`src/rtl/shift_pkg.sv`:
```
// Shared definitions for the pipelined shift unit: mode encodings, the per-stage
// sideband record, and small elaboration/bit-order helpers.
package shift_pkg;

  localparam int MODE_W    = 3;
  localparam int AMT_MAX_W = 6;  // enough amount bits for the widest (64-bit) datapath

  localparam logic [MODE_W-1:0] SHIFT_SLL = 3'd0;
  localparam logic [MODE_W-1:0] SHIFT_SRL = 3'd1;
  localparam logic [MODE_W-1:0] SHIFT_SRA = 3'd2;
  localparam logic [MODE_W-1:0] SHIFT_ROL = 3'd3;
  localparam logic [MODE_W-1:0] SHIFT_ROR = 3'd4;

  typedef struct packed {
    logic [MODE_W-1:0]    mode;
    logic                 fill;
    logic                 oor;
    logic [AMT_MAX_W-1:0] amt;
  } side_t;

  function automatic int clog2(input int n);
    int r;
    r = 0;
    while ((1 << r) < n) r++;
    return r;
  endfunction

  // Reverses the low w bits of v; bits at and above w come back as zero.
  function automatic logic [63:0] bit_reverse(input logic [63:0] v, input int w);
    logic [63:0] r;
    r = '0;
    for (int i = 0; i < 64; i++) begin
      if (i < w) r[i] = v[w-1-i];
    end
    return r;
  endfunction

  function automatic logic is_rotate(input logic [MODE_W-1:0] mode);
    return (mode == SHIFT_ROL) || (mode == SHIFT_ROR);
  endfunction

endpackage

```
`src/rtl/shift_pipe_stage.sv`:
```
// One pipeline stage: a group of right-shift barrel levels followed by the
// valid/data/sideband register, which only loads when the stage advances.
module shift_pipe_stage
  import shift_pkg::*;
#(
  parameter int WIDTH     = 32,
  parameter int TAG_W     = 5,
  parameter int FIRST_LVL = 0,
  parameter int NUM_LVL   = 1
) (
  input  logic             clk,
  input  logic             rst,
  input  logic             adv,
  input  logic             in_valid,
  input  logic [WIDTH-1:0] in_data,
  input  side_t            in_side,
  input  logic [TAG_W-1:0] in_tag,
  output logic             out_valid,
  output logic [WIDTH-1:0] out_data,
  output side_t            out_side,
  output logic [TAG_W-1:0] out_tag
);

  logic [WIDTH-1:0] lvl_data;
  logic             rot;

  logic             valid_d, valid_q;
  logic [WIDTH-1:0] data_d, data_q;
  side_t            side_d, side_q;
  logic [TAG_W-1:0] tag_d, tag_q;

  // NOTE: blocking assignments here are intentional: each level consumes the
  // previous level's result within the same evaluation.
  always_comb begin
    rot      = is_rotate(in_side.mode);
    lvl_data = in_data;
    for (int k = FIRST_LVL; k < FIRST_LVL + NUM_LVL; k++) begin
      if (in_side.amt[k]) begin
        if (rot)
          lvl_data = (lvl_data >> (1 << k)) | (lvl_data << (WIDTH - (1 << k)));
        else if (in_side.fill)
          lvl_data = (lvl_data >> (1 << k)) | ~({WIDTH{1'b1}} >> (1 << k));
        else
          lvl_data = lvl_data >> (1 << k);
      end
    end
  end

  // NOTE: every signal gets its hold value first so no path can infer a latch.
  always_comb begin
    valid_d = valid_q;
    data_d  = data_q;
    side_d  = side_q;
    tag_d   = tag_q;
    if (adv) begin
      valid_d = in_valid;
      data_d  = lvl_data;
      side_d  = in_side;
      tag_d   = in_tag;
    end
  end

  // NOTE: the datapath registers are reset too, because the outputs driven from
  // them must read as zero while the pipe is in reset.
  always_ff @(posedge clk or negedge rst) begin
    if (!rst) begin
      valid_q <= 1'b0;
      data_q  <= '0;
      side_q  <= '0;
      tag_q   <= '0;
    end else begin
      valid_q <= valid_d;
      data_q  <= data_d;
      side_q  <= side_d;
      tag_q   <= tag_d;
    end
  end

  assign out_valid = valid_q;
  assign out_data  = data_q;
  assign out_side  = side_q;
  assign out_tag   = tag_q;

endmodule

```
`src/rtl/shift_pipe.sv`:
```
// Pipelined shift/rotate unit: entry pre-processing, STAGES barrel-level stages
// with valid/ready backpressure, and exit post-processing.
module shift_pipe
  import shift_pkg::*;
#(
  parameter int WIDTH  = 32,
  parameter int AMT_W  = 32,
  parameter int STAGES = 2,
  parameter int TAG_W  = 5
) (
  input  logic              clk,
  input  logic              rst,
  input  logic              in_valid,
  output logic              in_ready,
  input  logic [WIDTH-1:0]  in_data,
  input  logic [AMT_W-1:0]  in_amt,
  input  logic [MODE_W-1:0] in_mode,
  input  logic [TAG_W-1:0]  in_tag,
  output logic              out_valid,
  input  logic              out_ready,
  output logic [WIDTH-1:0]  out_data,
  output logic [TAG_W-1:0]  out_tag
);

  localparam int L   = clog2(WIDTH);
  localparam int PER = (L + STAGES - 1) / STAGES;

  logic [STAGES-1:0] vld;
  logic [STAGES-1:0] adv;
  logic [WIDTH-1:0]  dat [STAGES];
  side_t             sd  [STAGES];
  logic [TAG_W-1:0]  tg  [STAGES];

  logic [WIDTH-1:0]  ent_data;
  side_t             ent_side;
  logic              ent_left;
  logic              ent_shift;
  side_t             last_side;
  logic [WIDTH-1:0]  exit_data;
  logic [AMT_MAX_W-1:0] unused_amt;

  // Left modes run through the right shifter on bit-reversed data.
  always_comb begin
    ent_left  = (in_mode == SHIFT_SLL) || (in_mode == SHIFT_ROL);
    ent_shift = (in_mode == SHIFT_SLL) || (in_mode == SHIFT_SRL) || (in_mode == SHIFT_SRA);
    ent_side      = '0;
    ent_side.mode = in_mode;
    ent_side.fill = (in_mode == SHIFT_SRA) & in_data[WIDTH-1];
    ent_side.oor  = ent_shift & ((in_amt >> L) != '0);
    if (in_mode <= SHIFT_ROR) ent_side.amt[L-1:0] = in_amt[L-1:0];
    ent_data = ent_left ? WIDTH'(bit_reverse(64'(in_data), WIDTH)) : in_data;
  end

  // Stage i advances when empty or when the stage after it advances.
  always_comb begin
    logic nxt;
    nxt = out_ready;
    adv = '0;
    for (int s = STAGES - 1; s >= 0; s--) begin
      adv[s] = !vld[s] | nxt;
      nxt    = adv[s];
    end
  end

  for (genvar s = 0; s < STAGES; s++) begin : g_stage
    localparam int FIRST = s * PER;
    localparam int NUM   = (FIRST >= L) ? 0 : (((L - FIRST) < PER) ? (L - FIRST) : PER);

    logic             prev_valid;
    logic [WIDTH-1:0] prev_data;
    side_t            prev_side;
    logic [TAG_W-1:0] prev_tag;

    if (s == 0) begin : g_first
      assign prev_valid = in_valid;
      assign prev_data  = ent_data;
      assign prev_side  = ent_side;
      assign prev_tag   = in_tag;
    end else begin : g_next
      assign prev_valid = vld[s-1];
      assign prev_data  = dat[s-1];
      assign prev_side  = sd[s-1];
      assign prev_tag   = tg[s-1];
    end

    shift_pipe_stage #(
      .WIDTH     (WIDTH),
      .TAG_W     (TAG_W),
      .FIRST_LVL (FIRST),
      .NUM_LVL   (NUM)
    ) u_stage (
      .clk       (clk),
      .rst       (rst),
      .adv       (adv[s]),
      .in_valid  (prev_valid),
      .in_data   (prev_data),
      .in_side   (prev_side),
      .in_tag    (prev_tag),
      .out_valid (vld[s]),
      .out_data  (dat[s]),
      .out_side  (sd[s]),
      .out_tag   (tg[s])
    );
  end

  // Out-of-range shifts saturate to the fill pattern; left modes un-reverse.
  always_comb begin
    last_side = sd[STAGES-1];
    exit_data = last_side.oor ? {WIDTH{last_side.fill}} : dat[STAGES-1];
    if ((last_side.mode == SHIFT_SLL) || (last_side.mode == SHIFT_ROL))
      out_data = WIDTH'(bit_reverse(64'(exit_data), WIDTH));
    else
      out_data = exit_data;
  end

  assign unused_amt = last_side.amt;
  assign out_valid  = vld[STAGES-1];
  assign out_tag    = tg[STAGES-1];
  assign in_ready   = adv[0];

endmodule

```
`config.mk`:
```
export PLATFORM = sky130hd
export DESIGN_NAME = shift_pipe
export DESIGN_NICKNAME = d
export VERILOG_FILES = /design/src/rtl/shift_pkg.sv /design/src/rtl/shift_pipe_stage.sv /design/src/rtl/shift_pipe.sv
export SDC_FILE = /design/constraint.sdc
export NUM_CORES = 1
export LEC_CHECK = 0
export ABC_AREA = 1
export CAP_MARGIN = 25
export CORE_AREA = 2 2 128 130
export DETAILED_ROUTE_END_ITERATION = 7
export DIE_AREA = 0 0 130 132
export GPL_ROUTABILITY_DRIVEN = 0
export SKIP_LAST_GASP = 1
export SLEW_MARGIN = 20
export SYNTH_ARGS = -nofsm -noshare
export SYNTH_HDL_FRONTEND = slang
export SYNTH_SLANG_ARGS = --single-unit
```
`constraint.sdc`:
```
create_clock -name clk -period 2.6 [get_ports clk]
set_input_delay 0.52 -clock clk [delete_from_list [all_inputs] [get_ports clk]]
set_output_delay 0.52 -clock clk [all_outputs]
set_load 0.01 [all_outputs]
```
==> results.tsv <==
metric	value	unit
wire_per_inst	15.1	um
crit_fanout	32	
start_util	0.395	
antenna_cells	0	
reg2reg_slack	760	ps
critPathRequiredTime	2080	ps
layout_setup_ws	-68.4	ps
cts_made_buffers	9	
layout_commonest_cell	nand2_1	
fp.dieH	132	um
synth_mux_area_frac	0.00967	
relSlewSlack	0.575	
hpwl	14.3	mm
antenna_left	0	
ys_warn_count	0	
startpoint_type	flop	
cts_tree	yes	
fin_skew	11.2	ps
dpl_cell_area	7640	sq um
clk_latency	350	ps
synth_compound_area_frac	0.155	
dp_cells	1266	
ys_seq_area_frac	0.355	
die_w	130	um
syn_area	6210	sq um
power.density	644	nW/um^2
max_freq	375	MHz
final_cell_mix	nand2_1 (270), nand3_1 (229), o21ai_0 (102)	
num_rows	46	
setup_viol	1	
synth_top_family_by_area	simple AND/OR/NAND/NOR gates	
syn_avg_cell_area	6.37	sq um
fin_total_pwr	0.00517	W
hold_viol_final	0	
ctsHoldBuffers	0	
clockBufferDepth	2	
fin_crit_sh	1.03	
drive_above_1_share	0.0636	
io_pins	115	
port_buffers	114	
fin_tns_setup	-68.4	ps
clkSinkCount	88	
maxCapViolCount	0	
post-route-min-period	2670	ps
grt_max_degree	65	
drt_wl_total	19.5	mm
r2r_end	g_stage[1].u_stage.out_data[24]$_DFFE_PN0P_	
synth_seq_cells	88	
final_core_util	0.511	
viasPerCell	5.28	
cp.arrival	2150	ps
ys_types	25	
hold_path_class	primary input to async pin	
h-tree-depth	3	
worstSetupPathType	flop to primary output	
synth_xor_area_frac	0	
grt_usage	0.233	
endpoint_kind	primary output	
dieArea	17200	sq um
status	complete, but fails checks	
p_leak	3.92	nW
grt_pass1_vias	6267	
ir_worst_vdd	299	uV
initialDrtViolationCount	500	
routed-via-count	6791	
antenna_found_initial	0	
reg2reg_depth	9	
syn_to_final_growth	29.4	%
route.detailed.drc	0	
worst_pin_slew	637	ps
root_buffer	clkbuf_16	
stdcell_area	8040	sq um
failed_checks	negative setup slack	
firstDrtPassIters	5	
rsz0062_at_grt	yes	
coreArea	15700	sq um
maxSlewViolCount	0	
nets	1141	
synthesis.nets	1051	
synthSimpleGateAreaFrac	0.397	
overflow	0	
r2r_start	g_stage[0].u_stage.out_side[10]$_DFFE_PN0P_	
syn_inst	975	
grt_pass1_wl	32.3	mm
synth-adder-area-share	0	
layout.cells.non_filler	1286	
clk_pin_slew	70	ps
what timing repair did:
| action | in CTS | in global routing |
|---|---|---|
| resized for setup | 17 | 16 |
| endpoints found under the setup margin | 32 | 17 |
| buffers inserted | 1 | 1 |
| gates cloned | 1 | 1 |
metrics by stage:
step | setup WS (ps) | hold WS, ps
after CTS | -116 | 50.9
after global routing | -171 | 57.1
after floorplan | 649 | 224
final | -68.4 | 44.3
after detailed placement | 29.7 | 418
after global placement | 47.5 | 419
cell type report:
| cell class | count | area, sq um |
|---|---|---|
| inverter | 65 | 244 |
| tap | 216 | 270 |
| multi-input combinational | 758 | 3500 |
| clock inverter | 7 | 80.1 |
| timing repair buffer | 143 | 1510 |
| sequential | 88 | 2200 |
| clock buffer | 9 | 225 |
| fill | 1638 | 7680 |
critical path, cell delays in order, from the launching register on:
cell and delay, ps:
dfrtp_1 390, or2_2 330, a21oi_4 180, buf_4 180
buf_16 170, a21oi_1 70, clkdlybuf4s50_1 470
logic make-up after synthesis:
group / after synthesis
buf+inv: 129
flops: 88
mux: 6
simple gates: 560
compound gates: 192
power by group:
| group | internal, W | switching, W |
|---|---|---|
| registers | 0.00163 | 0.000168 |
| clock network | 0.000756 | 0.000565 |
| logic | 0.000866 | 0.00119 |
| total | 0.00325 | 0.00192 |
layer usage:
layer | wire length (um) | up-vias | track usage | share of wire
li1 | - | 3454 | - | -
met1 | 9570 | 3112 | 0.360 | 0.49
met2 | 8730 | 206 | 0.347 | 0.45
met3 | 894 | 19 | 0.0256 | 0.046
met4 | 272 | 0 | 0.0544 | 0.014
met5 | 0 | - | 0 | 0
Yosys cell counts (all sizes together):
library cell  count  area [sq um]
nor2             34           130
nand2           276          1050
nor4              6          37.5
nand4             1          6.26
o21ai           110           551
clkinv            1          3.75
clkbuf           34           128
nand3b            2          15.0
or2               8          50.1
nand3           230          1160
dfrtp            88          2200
and2              1          6.26
inv              64           240
nor3              2          10.0
a21oi            82           414
buf              30           148
mux2i             6          60.1
worst max path at each step:
stage / end / slack (ps) / startpoint / depth (start not counted)
6_report: out_data[27] / -70 / g_stage[1].u_stage.out_side[8]$_DFFE_PN0P_ / 6
5_1_grt: out_data[27] / -170 / g_stage[1].u_stage.out_side[8]$_DFFE_PN0P_ / 6
4_1_cts: out_data[25] / -120 / g_stage[1].u_stage.out_side[8]$_DFFE_PN0P_ / 6
3_5_place_dp: g_stage[0].u_stage.out_data[20]$_DFFE_PN0P_ / 30 / in_mode[0] / 11
3_3_place_gp: in_ready / 50 / out_ready / 6
2_1_floorplan: out_data[19] / 650 / g_stage[1].u_stage.out_side[8]$_DFFE_PN0P_ / 5
flip-flops by register name (all words and copies together) (netlist names):
signal	flops
g_stage.u_stage.out_data	64
g_stage.u_stage.out_side	12
g_stage.u_stage.out_tag	10
g_stage.u_stage.out_valid	2
Power figures use the tool's default switching activity.
